===== src/rtl/apb_slave_pkg.sv =====
// Shared types and bus constants for the APB register-file completer.
package apb_slave_pkg;

    localparam int APB_DW     = 32;
    localparam int APB_AW     = 32;
    localparam int NUM_SLAVES = 3;

    typedef enum logic [1:0] {
        IDLE   = 2'd0,
        SETUP  = 2'd1,
        ACCESS = 2'd2
    } apb_phase_e;

    // Bus phase seen in the current cycle; Penable without a select counts as IDLE.
    function automatic apb_phase_e decode_phase(input logic sel, input logic enable);
        if (!sel) begin
            return IDLE;
        end
        return enable ? ACCESS : SETUP;
    endfunction

endpackage


===== src/rtl/apb_prot_checker.sv =====
// Sticky APB protocol-violation monitor for one completer.
// Only instantiated when APB_SLV_PROT_CHECK_EN is defined.
module apb_prot_checker
    import apb_slave_pkg::*;
#(
    parameter int AW = 4
) (
    input  logic            clk_i,
    input  logic            rst_i,
    input  logic            sel_i,
    input  logic            penable_i,
    input  apb_phase_e      phase_i,
    input  apb_phase_e      state_i,
    input  logic [AW-1:0]   idx_i,
    input  logic [AW-1:0]   latched_idx_i,
    input  logic            write_i,
    input  logic            latched_write_i,
    output logic            prot_err_o
);

    logic violation;
    logic prot_err_q;
    logic prot_err_d;

    always_comb begin
        violation = 1'b0;
        if (phase_i == ACCESS) begin
            if (state_i != SETUP || idx_i != latched_idx_i || write_i != latched_write_i) begin
                violation = 1'b1;
            end
        end
        if (phase_i == SETUP && state_i == SETUP) begin
            violation = 1'b1;
        end
        if (penable_i && !sel_i) begin
            violation = 1'b1;
        end
        prot_err_d = prot_err_q | violation;
    end

    always_ff @(posedge clk_i or posedge rst_i) begin
        if (rst_i) begin
            prot_err_q <= 1'b0;
        end else begin
            prot_err_q <= prot_err_d;
        end
    end

    assign prot_err_o = prot_err_q;

endmodule


===== src/rtl/apb_slave_regfile.sv =====
// APB completer with a word-addressed register file, registered read data and
// saturating transfer counters. Define APB_SLV_PROT_CHECK_EN to enable prot_err.
module apb_slave_regfile
    import apb_slave_pkg::*;
#(
    parameter int SEL_IDX = 0,
    parameter int DEPTH   = 16,
    parameter int AW      = $clog2(DEPTH),
    parameter int CNT_W   = 16
) (
    input  logic                  Hclk,
    input  logic                  Hreset,
    input  logic [NUM_SLAVES-1:0] Pselx,
    input  logic                  Penable,
    input  logic                  Pwrite,
    input  logic [APB_AW-1:0]     Paddr,
    input  logic [APB_DW-1:0]     Pwdata,
    output logic [APB_DW-1:0]     Prdata,
    output logic [CNT_W-1:0]      wr_count,
    output logic [CNT_W-1:0]      rd_count,
    output logic                  prot_err
);

    logic              sel;
    apb_phase_e        phase_d;
    apb_phase_e        state_q;
    logic [AW-1:0]     paddr_idx;
    logic [AW-1:0]     idx_q;
    logic              wr_q;
    logic [APB_DW-1:0] mem_q [DEPTH];
    logic [APB_DW-1:0] prdata_q;
    logic [CNT_W-1:0]  wr_count_q;
    logic [CNT_W-1:0]  wr_count_d;
    logic [CNT_W-1:0]  rd_count_q;
    logic [CNT_W-1:0]  rd_count_d;
    logic              setup_fire;
    logic              access_ok;
    logic              commit_wr;
    logic              commit_rd;
    logic              unused_bits;

    assign sel         = Pselx[SEL_IDX];
    assign paddr_idx   = Paddr[AW+1:2];
    assign unused_bits = ^{Pselx, Paddr[APB_AW-1:AW+2], Paddr[1:0]};

    always_comb begin
        phase_d = decode_phase(sel, Penable);
    end

    always_ff @(posedge Hclk or posedge Hreset) begin
        if (Hreset) begin
            state_q <= IDLE;
        end else begin
            state_q <= phase_d;
        end
    end

    // A transfer commits only from SETUP and only if address/direction held stable.
    assign setup_fire = (phase_d == SETUP);
    assign access_ok  = (phase_d == ACCESS) && (state_q == SETUP)
                        && (paddr_idx == idx_q) && (Pwrite == wr_q);
    assign commit_wr  = access_ok && wr_q;
    assign commit_rd  = access_ok && !wr_q;

    always_ff @(posedge Hclk or posedge Hreset) begin
        if (Hreset) begin
            idx_q    <= '0;
            wr_q     <= 1'b0;
            prdata_q <= '0;
        end else if (setup_fire) begin
            idx_q <= paddr_idx;
            wr_q  <= Pwrite;
            if (!Pwrite) begin
                prdata_q <= mem_q[paddr_idx];
            end
        end
    end

    always_ff @(posedge Hclk or posedge Hreset) begin
        if (Hreset) begin
            for (int i = 0; i < DEPTH; i++) begin
                mem_q[i] <= '0;
            end
        end else if (commit_wr) begin
            mem_q[idx_q] <= Pwdata;
        end
    end

    always_comb begin
        wr_count_d = wr_count_q;
        rd_count_d = rd_count_q;
        if (commit_wr && wr_count_q != '1) begin
            wr_count_d = wr_count_q + 1'b1;
        end
        if (commit_rd && rd_count_q != '1) begin
            rd_count_d = rd_count_q + 1'b1;
        end
    end

    always_ff @(posedge Hclk or posedge Hreset) begin
        if (Hreset) begin
            wr_count_q <= '0;
            rd_count_q <= '0;
        end else begin
            wr_count_q <= wr_count_d;
            rd_count_q <= rd_count_d;
        end
    end

    assign Prdata   = prdata_q;
    assign wr_count = wr_count_q;
    assign rd_count = rd_count_q;

`ifdef APB_SLV_PROT_CHECK_EN
    apb_prot_checker #(
        .AW(AW)
    ) u_prot_checker (
        .clk_i           (Hclk),
        .rst_i           (Hreset),
        .sel_i           (sel),
        .penable_i       (Penable),
        .phase_i         (phase_d),
        .state_i         (state_q),
        .idx_i           (paddr_idx),
        .latched_idx_i   (idx_q),
        .write_i         (Pwrite),
        .latched_write_i (wr_q),
        .prot_err_o      (prot_err)
    );
`else
    assign prot_err = 1'b0;
`endif

endmodule


===== config.mk =====
export PLATFORM = sky130hd
export DESIGN_NAME = apb_slave_regfile
export DESIGN_NICKNAME = d
export VERILOG_FILES = /design/src/rtl/apb_slave_pkg.sv /design/src/rtl/apb_prot_checker.sv /design/src/rtl/apb_slave_regfile.sv
export SDC_FILE = /design/constraint.sdc
export NUM_CORES = 1
export LEC_CHECK = 0
export ABC_AREA = 0
export CORE_UTILIZATION = 55
export CTS_CLUSTER_SIZE = 40
export DETAILED_ROUTE_END_ITERATION = 8
export PLACE_DENSITY = 0.73
export SETUP_SLACK_MARGIN = 0.02
export SYNTH_ARGS = -nofsm -noshare
export SYNTH_HDL_FRONTEND = slang
export SYNTH_SLANG_ARGS = --single-unit
export TNS_END_PERCENT = 10

===== constraint.sdc =====
create_clock -name Hclk -period 28.4 [get_ports Hclk]
set_input_delay 5.68 -clock Hclk [delete_from_list [all_inputs] [get_ports Hclk]]
set_output_delay 5.68 -clock Hclk [all_outputs]
set_load 0.02 [all_outputs]

==> metrics, run 1 <==
outcome=complete, but fails checks; failing checks=design-rule violations; Rel. slew slack=23.13%; Fmax achieved=111.3 MHz; Pwr Total=1.750 mW; Final Setup Violations=0; CTS tree=built; Min Clock Period, post-route=8.983 ns; hold crit path type=register to register; Hold EP=mem_q[289]; RSZ-0062 raised after global routing=false; ys flop type=dfrtp_1; Logic pwr share=around 5.6%; Post-synth EDFFs=0; Synth area leader=dfrtp_1; Worst R2R End=mem_q[498]; Int Power=roughly 1.4 mW; Sequential Power Share=48.5%; switching share of power=22.42%; startpoint types=input pin; Netlist cell types=49; FF-to-FF setup slack=~25 ns; CTS Sinks=slightly below 600; min-delay src=mem_q[289]; initial cell density of the core=56.01%; GRT Util Overall=26.12%; Total Wirelength=60370 um; Root Driver=clkbuf_16; Clk pwr share=45.9%; vias in the first global route=16.21k; layout cells sized above 1=35.49%; Non-Filler Instances=2465; Worst-path clk slew=0.06 ns; largest net degree at the start of global routing=138; largest cells by area after synthesis=dfrtp_1 56%, mux2_2 19%, mux2_1 6.0%; num ports=136; Final ANT Viol Nets=0; post-synthesis instance area=26190 um^2; cts hold-fix bufs=0; DP Wirelength=32590 um; Placed Instances=2355; Starting DRT DRC Count=1040; Commonest cells post-synth=583 x dfrtp_1, 445 x mux2_2, 139 x mux2_1; routability congestion estimate=0.8027; #FFs+latches synth=583; Clock Path Buffers=3; LEAKAGE=about 15 nW; PwrDens=about 60 nW/um^2; Required @ worst endpoint=28.98 ns; post-cts gate resize count=0; Syn. warnings=0; # DRC=10; Util after Layout=63.54%; post-route setup TNS=0 ns; Slowest cell on crit path=buf_4; count leader, synth=dfrtp_1; worst-path cell chain=clkdlybuf4s50_1, inv_8, buf_4, buf_4, buf_4; Final Hold Fails=0; Post-Syn Nets=approximately 1.8k; crit-path max FO=about 140; first-pass iteration count of the detailed router=9; final worst path period share=around a third; CTS H-tree lvls=2; Crit Path Category=input pin to asynchronous set/reset pin; Post-CTS Setup Inserts=0; ys async rst share=between 90% and 100%; Crit. End Element=asynchronous set/reset pin; Die Ht=220.2 um; nets@finish=1882; CP max stage delay=around 0.90 ns; Mapped Cells=1761; worst r2r src=idx_q[2]; syn_area_per_cell=14.87 um^2; Hold Crit Depth=1; Layout area overhead=13.44%; area of the core=about 47000 um^2; net switching power=0.3925 mW; via count=15.22k; top-area cell type share of the netlist area=55.71%; Die ar.=48490 um^2; Max-cap violations=0; sequential area share after synthesis=a little under three fifths; Inserted Clock Buffers=59; Worst Tran Pin Value=between 1 and 1.5 ns; cell mode on critical path=buf_4; initial antenna violation count=2; Die X-Extent=220.2 um; worst IR drop on VDD=~0.063 mV; Final Max Slew Viols=0; WL/cell=24.49 um; global-route wire length before repair=95970 um; worst-case reg-to-reg path depth=6; gr ovfl total=0; Crit path arrival time=9.57 ns; vias per cell=6.174; Port Buf Inserts=about 100; latest clock arrival within the worst-skew pair=0.61 ns; Rows=about 80; clk_skew=about 0.014 ns
logic make-up (layout without fill, tap and decap cells):
logic type | count (synthesis) | count (layout) | synth area share (%)
AO/OA/AOI/OAI | 105 | 105 | 3.359
XOR/XNOR | 30 | 30 | 1.003
adder cells (fa/ha/maj) | 2 | 2 | 0.09554
buffers and inverters | 152 | 248 | 2.537
flip-flops | 583 | 583 | 55.71
multiplexers | 743 | 743 | 34.30
other | 1 | 2 | 0.01432
AND/OR/NAND/NOR | 145 | 145 | 2.986
power groups by stage:
| stage | clock (mW) | combinational, mW | sequential, mW |
|---|---|---|---|
| final | 0.803 | 0.0982 | 0.849 |
| after global routing | 0.852 | 0.107 | 0.850 |
| after CTS | 0.818 | 0.0997 | 0.849 |
| after detailed placement | 0 | 0.0995 | 0.864 |
| after global placement | 0 | 0.0973 | 0.864 |
| after floorplan | 0 | 0.0540 | 0.868 |
placed cells by master, fill, tap and decap left out, types with 4 or more instances in the layout:
cell type          n
mux4_2            65
mux2_2           445
clkbuf_16         61
xnor2_1           20
clkbuf_8          11
dfrtp_1          583
xor2_1            10
mux2i_1           94
nor2b_1            7
nor2_1            15
and4_1             5
nand2_1           45
inv_1              4
nand3_1           14
clkdlybuf4s50_1  101
buf_4             30
nor3_1             7
nand4_1           12
clkinv_2          13
mux2_1           139
o211ai_1          31
a221oi_1          31
clkbuf_1          17
o221ai_1          30
bufinv_16          7
sequential cells by signal (all words and copies together) (netlist names):
signal	cells
Prdata	32
idx_q	4
mem_q	512
rd_count	16
state_q	2
wr_count	16
wr_q	1
worst max path at each step:
stage                       from          to  slack, ns  cells after the start
after CTS                 Hreset  mem_q[186]      19.28                      5
final                     Hreset  mem_q[218]      19.42                      5
after floorplan           Hreset   Prdata[0]       6.41                      1
after detailed placement  Hreset  mem_q[218]      18.63                      5
after global routing      Hreset  mem_q[118]      18.81                      5
after global placement    Hreset  mem_q[116]      18.77                      5
metal layers:
metal  track usage (%)  vias up  routed length [um]
li1                  -     6631                   -
met1             37.23     8198               27100
met2             42.40      301               29710
met3             3.107       88                2245
met4             7.655        2                1301
met5                 0        -                  11
layout make-up:
cell class,count,area (um^2)
fill,3471,17050
sequential,583,14590
multi-input combinational,1026,11040
clock buffer,89,1742
timing repair buffer,134,1276
tap,607,759.5
clock inverter,20,275.3
inverter,5,26.28
antenna,1,2.502
metrics by stage:
stage               instance area (um^2)  hold WS, ns  setup slack [ns]
floorplan                          26190       0.4522             6.407
global placement                   27690       0.4618             18.77
detailed placement                 27690       0.4729             18.63
CTS                                29700       0.4870             19.28
global route                       29710       0.4978             18.81
finish                             29710       0.4854             19.42
critical path, delay by kind of cell:
kind	cells	cell delay, ns
buf+inv	5	3.66
Power figures use the tool's default switching activity.
==> run 2, diff against run 1 <==
--- a/config.mk
+++ b/config.mk
@@ -6,10 +6,10 @@
 export NUM_CORES = 1
 export LEC_CHECK = 0
 export ABC_AREA = 0
-export CORE_UTILIZATION = 55
+export CORE_UTILIZATION = 54
 export CTS_CLUSTER_SIZE = 40
 export DETAILED_ROUTE_END_ITERATION = 8
-export PLACE_DENSITY = 0.73
+export PLACE_DENSITY = 0.75
 export SETUP_SLACK_MARGIN = 0.02
 export SYNTH_ARGS = -nofsm -noshare
 export SYNTH_HDL_FRONTEND = slang
==> constraint.sdc (replaced) <==
create_clock -name Hclk -period 7.3 [get_ports Hclk]
set_input_delay 1.46 -clock Hclk [delete_from_list [all_inputs] [get_ports Hclk]]
set_output_delay 1.46 -clock Hclk [all_outputs]
set_load 0.02 [all_outputs]
==> run 2 against run 1 <==
Against the previous run: the flow now finishes without violations; highest routed layer unchanged; critical endpoint is now mem_q[477]; global-route usage decreased by 0.35 points; first-iteration DRC count decreased by 12%; count of clock-buffer cells in the layout up 5; flip-flop and latch count unchanged; sequential share of layout area increased by 0.12 points; power rose to 3.8 times the previous value; clock skew shrank 0.0012 ns; critical path type is now input pin to register; sequential power grew to 3.9 times the previous value; register-to-register slack got worse by 21 ns.
==> metrics, run 2 (same netlist as run 1, synthesis figures left out) <==
outcome=completed; Port Buf Inserts=104; Starting DRT DRC Count=914; via count=15.27k; nets@finish=between 1.5k and 2k; Die X-Extent=222.2 um; Crit Path Category=input pin to register; Final ANT Viol Nets=0; worst-case reg-to-reg path depth=6; final worst path period share=60.62%; Rel. slew slack=18.33%; CTS H-tree lvls=2; Total Wirelength=roughly 61000 um; Crit. End Element=register; Reg area=14590 um^2; hold crit path type=register to register; Max-cap violations=0; fin worst setup slack=2.875 ns; largest net degree at the start of global routing=190; Util after Layout=62.07%; Final Hold Fails=0; Slowest cell on crit path=nor3_4; Post-CTS Setup Inserts=0; PwrDens=224.4 nW/um^2; Worst-path clk slew=0.06 ns; Inserted Clock Buffers=60; critical path buffer and inverter count=2; CTS Sinks=583; vias per cell=6.173; max FFs per register=~510; Final Max Slew Viols=0; startpoint types=input pin; Final Setup Violations=0; post-cts gate resize count=0; FF-to-FF setup slack=just under 4 ns; worst-path cell chain=buf_8, xnor2_1, and4_1, nand4_1, nor3_4, buf_4, mux2_2; Rows=80; Placement Setup Slack=2.253 ns; DP Wirelength=33450 um; initial antenna violation count=2; Die ar.=49380 um^2; latest clock arrival within the worst-skew pair=0.62 ns; most common cell after layout, fill and taps aside=dfrtp_1; post-route setup TNS=0 ns; WL/cell=24.83 um; Worst R2R End=mem_q[477]; initial cell density of the core=between 50% and 60%; GRT Util Overall=between 20% and 30%; CP max stage delay=0.77 ns; area of the core=47750 um^2; fill count=3492; Pwr Total=about 6.7 mW; largest delay contributor family on the critical path=simple AND/OR/NAND/NOR gates; routability congestion estimate=between 0.8 and 0.9; Layout area overhead=13.16%; Multi-input gate area=11020 um^2; Fmax achieved=226.0 MHz; Root Driver=clkbuf_16; num ports=about 140; min-delay src=mem_q[144]; worst IR drop on VDD=around 0.19 mV; crit-path max FO=96; cts hold-fix bufs=0; LEAKAGE=14.50 nW; Die Ht=222.2 um; CTS tree=built; most frequent cells in the layout=583 x dfrtp_1, 445 x mux2_2, 139 x mux2_1; Clock Path Buffers=3; Required @ worst endpoint=7.80 ns; Hold Crit Depth=1; clk_skew=~0.013 ns; vias in the first global route=16.36k; Worst Tran Pin Value=1.222 ns; global-route wire length before repair=97350 um; layout cells sized above 1=a little over a third; Biggest register=mem_q; gr ovfl total=0; # DRC=0; RSZ-0062 raised after global routing=false; Crit path arrival time=4.93 ns; Min Clock Period, post-route=4.425 ns; worst r2r src=idx_q[2]; Hold EP=mem_q[144]; first-pass iteration count of the detailed router=5
run 2: final cells by class:
cell class,instances,area share (%)
sequential,583,49.23
multi-input combinational,1026,37.18
clock buffer,94,6.071
timing repair buffer,137,4.467
tap,615,2.597
clock inverter,13,0.3673
inverter,5,0.07600
antenna,1,0.008444
run 2: worst max path at each step:
stage / depth (start not counted) / slack (ns) / endpoint / start
2_1_floorplan: 1 / -2.11 / Prdata[0] / Hreset
3_3_place_gp: 7 / 2.28 / mem_q[462] / Paddr[3]
3_5_place_dp: 7 / 2.25 / mem_q[477] / Paddr[3]
4_1_cts: 7 / 2.91 / mem_q[460] / Paddr[3]
5_1_grt: 7 / 2.73 / mem_q[460] / Paddr[3]
6_report: 7 / 2.87 / mem_q[477] / Paddr[3]
run 2: worst register-to-register path, cell delays in order (launching register included):
cell     delay, ns
dfrtp_1       0.48
xnor2_1       0.25
and4_1        0.38
nand4_1       0.36
nor3_4        0.77
buf_4         0.60
mux2_2        0.43
run 2: power breakdown:
part / switching, mW / internal, mW / total (mW)
sequential: 0.0350 / 3.27 / 3.30
combinational: 0.251 / 0.132 / 0.383
clock: 1.25 / 1.71 / 2.96
run 2: metrics by stage:
| step | instances | instance area, um^2 | hold WS [ns] |
|---|---|---|---|
| 2_1_floorplan | 1761 | 26190 | 0.4522 |
| 3_3_place_gp | 2366 | 27720 | 0.4619 |
| 3_5_place_dp | 2366 | 27720 | 0.4747 |
| 4_1_cts | 2473 | 29630 | 0.4882 |
| 5_1_grt | 2474 | 29630 | 0.4994 |
| 6_report | 2474 | 29630 | 0.4827 |
run 2: metal layers:
layer  vias up  wire [um]  global-route usage [%]
li1       6624          -                       -
met1      8220      28100                   36.74
met2       312      29270                   40.96
met3       115       2387                   3.848
met4         2       1651                   8.154
met5         -         17                       0
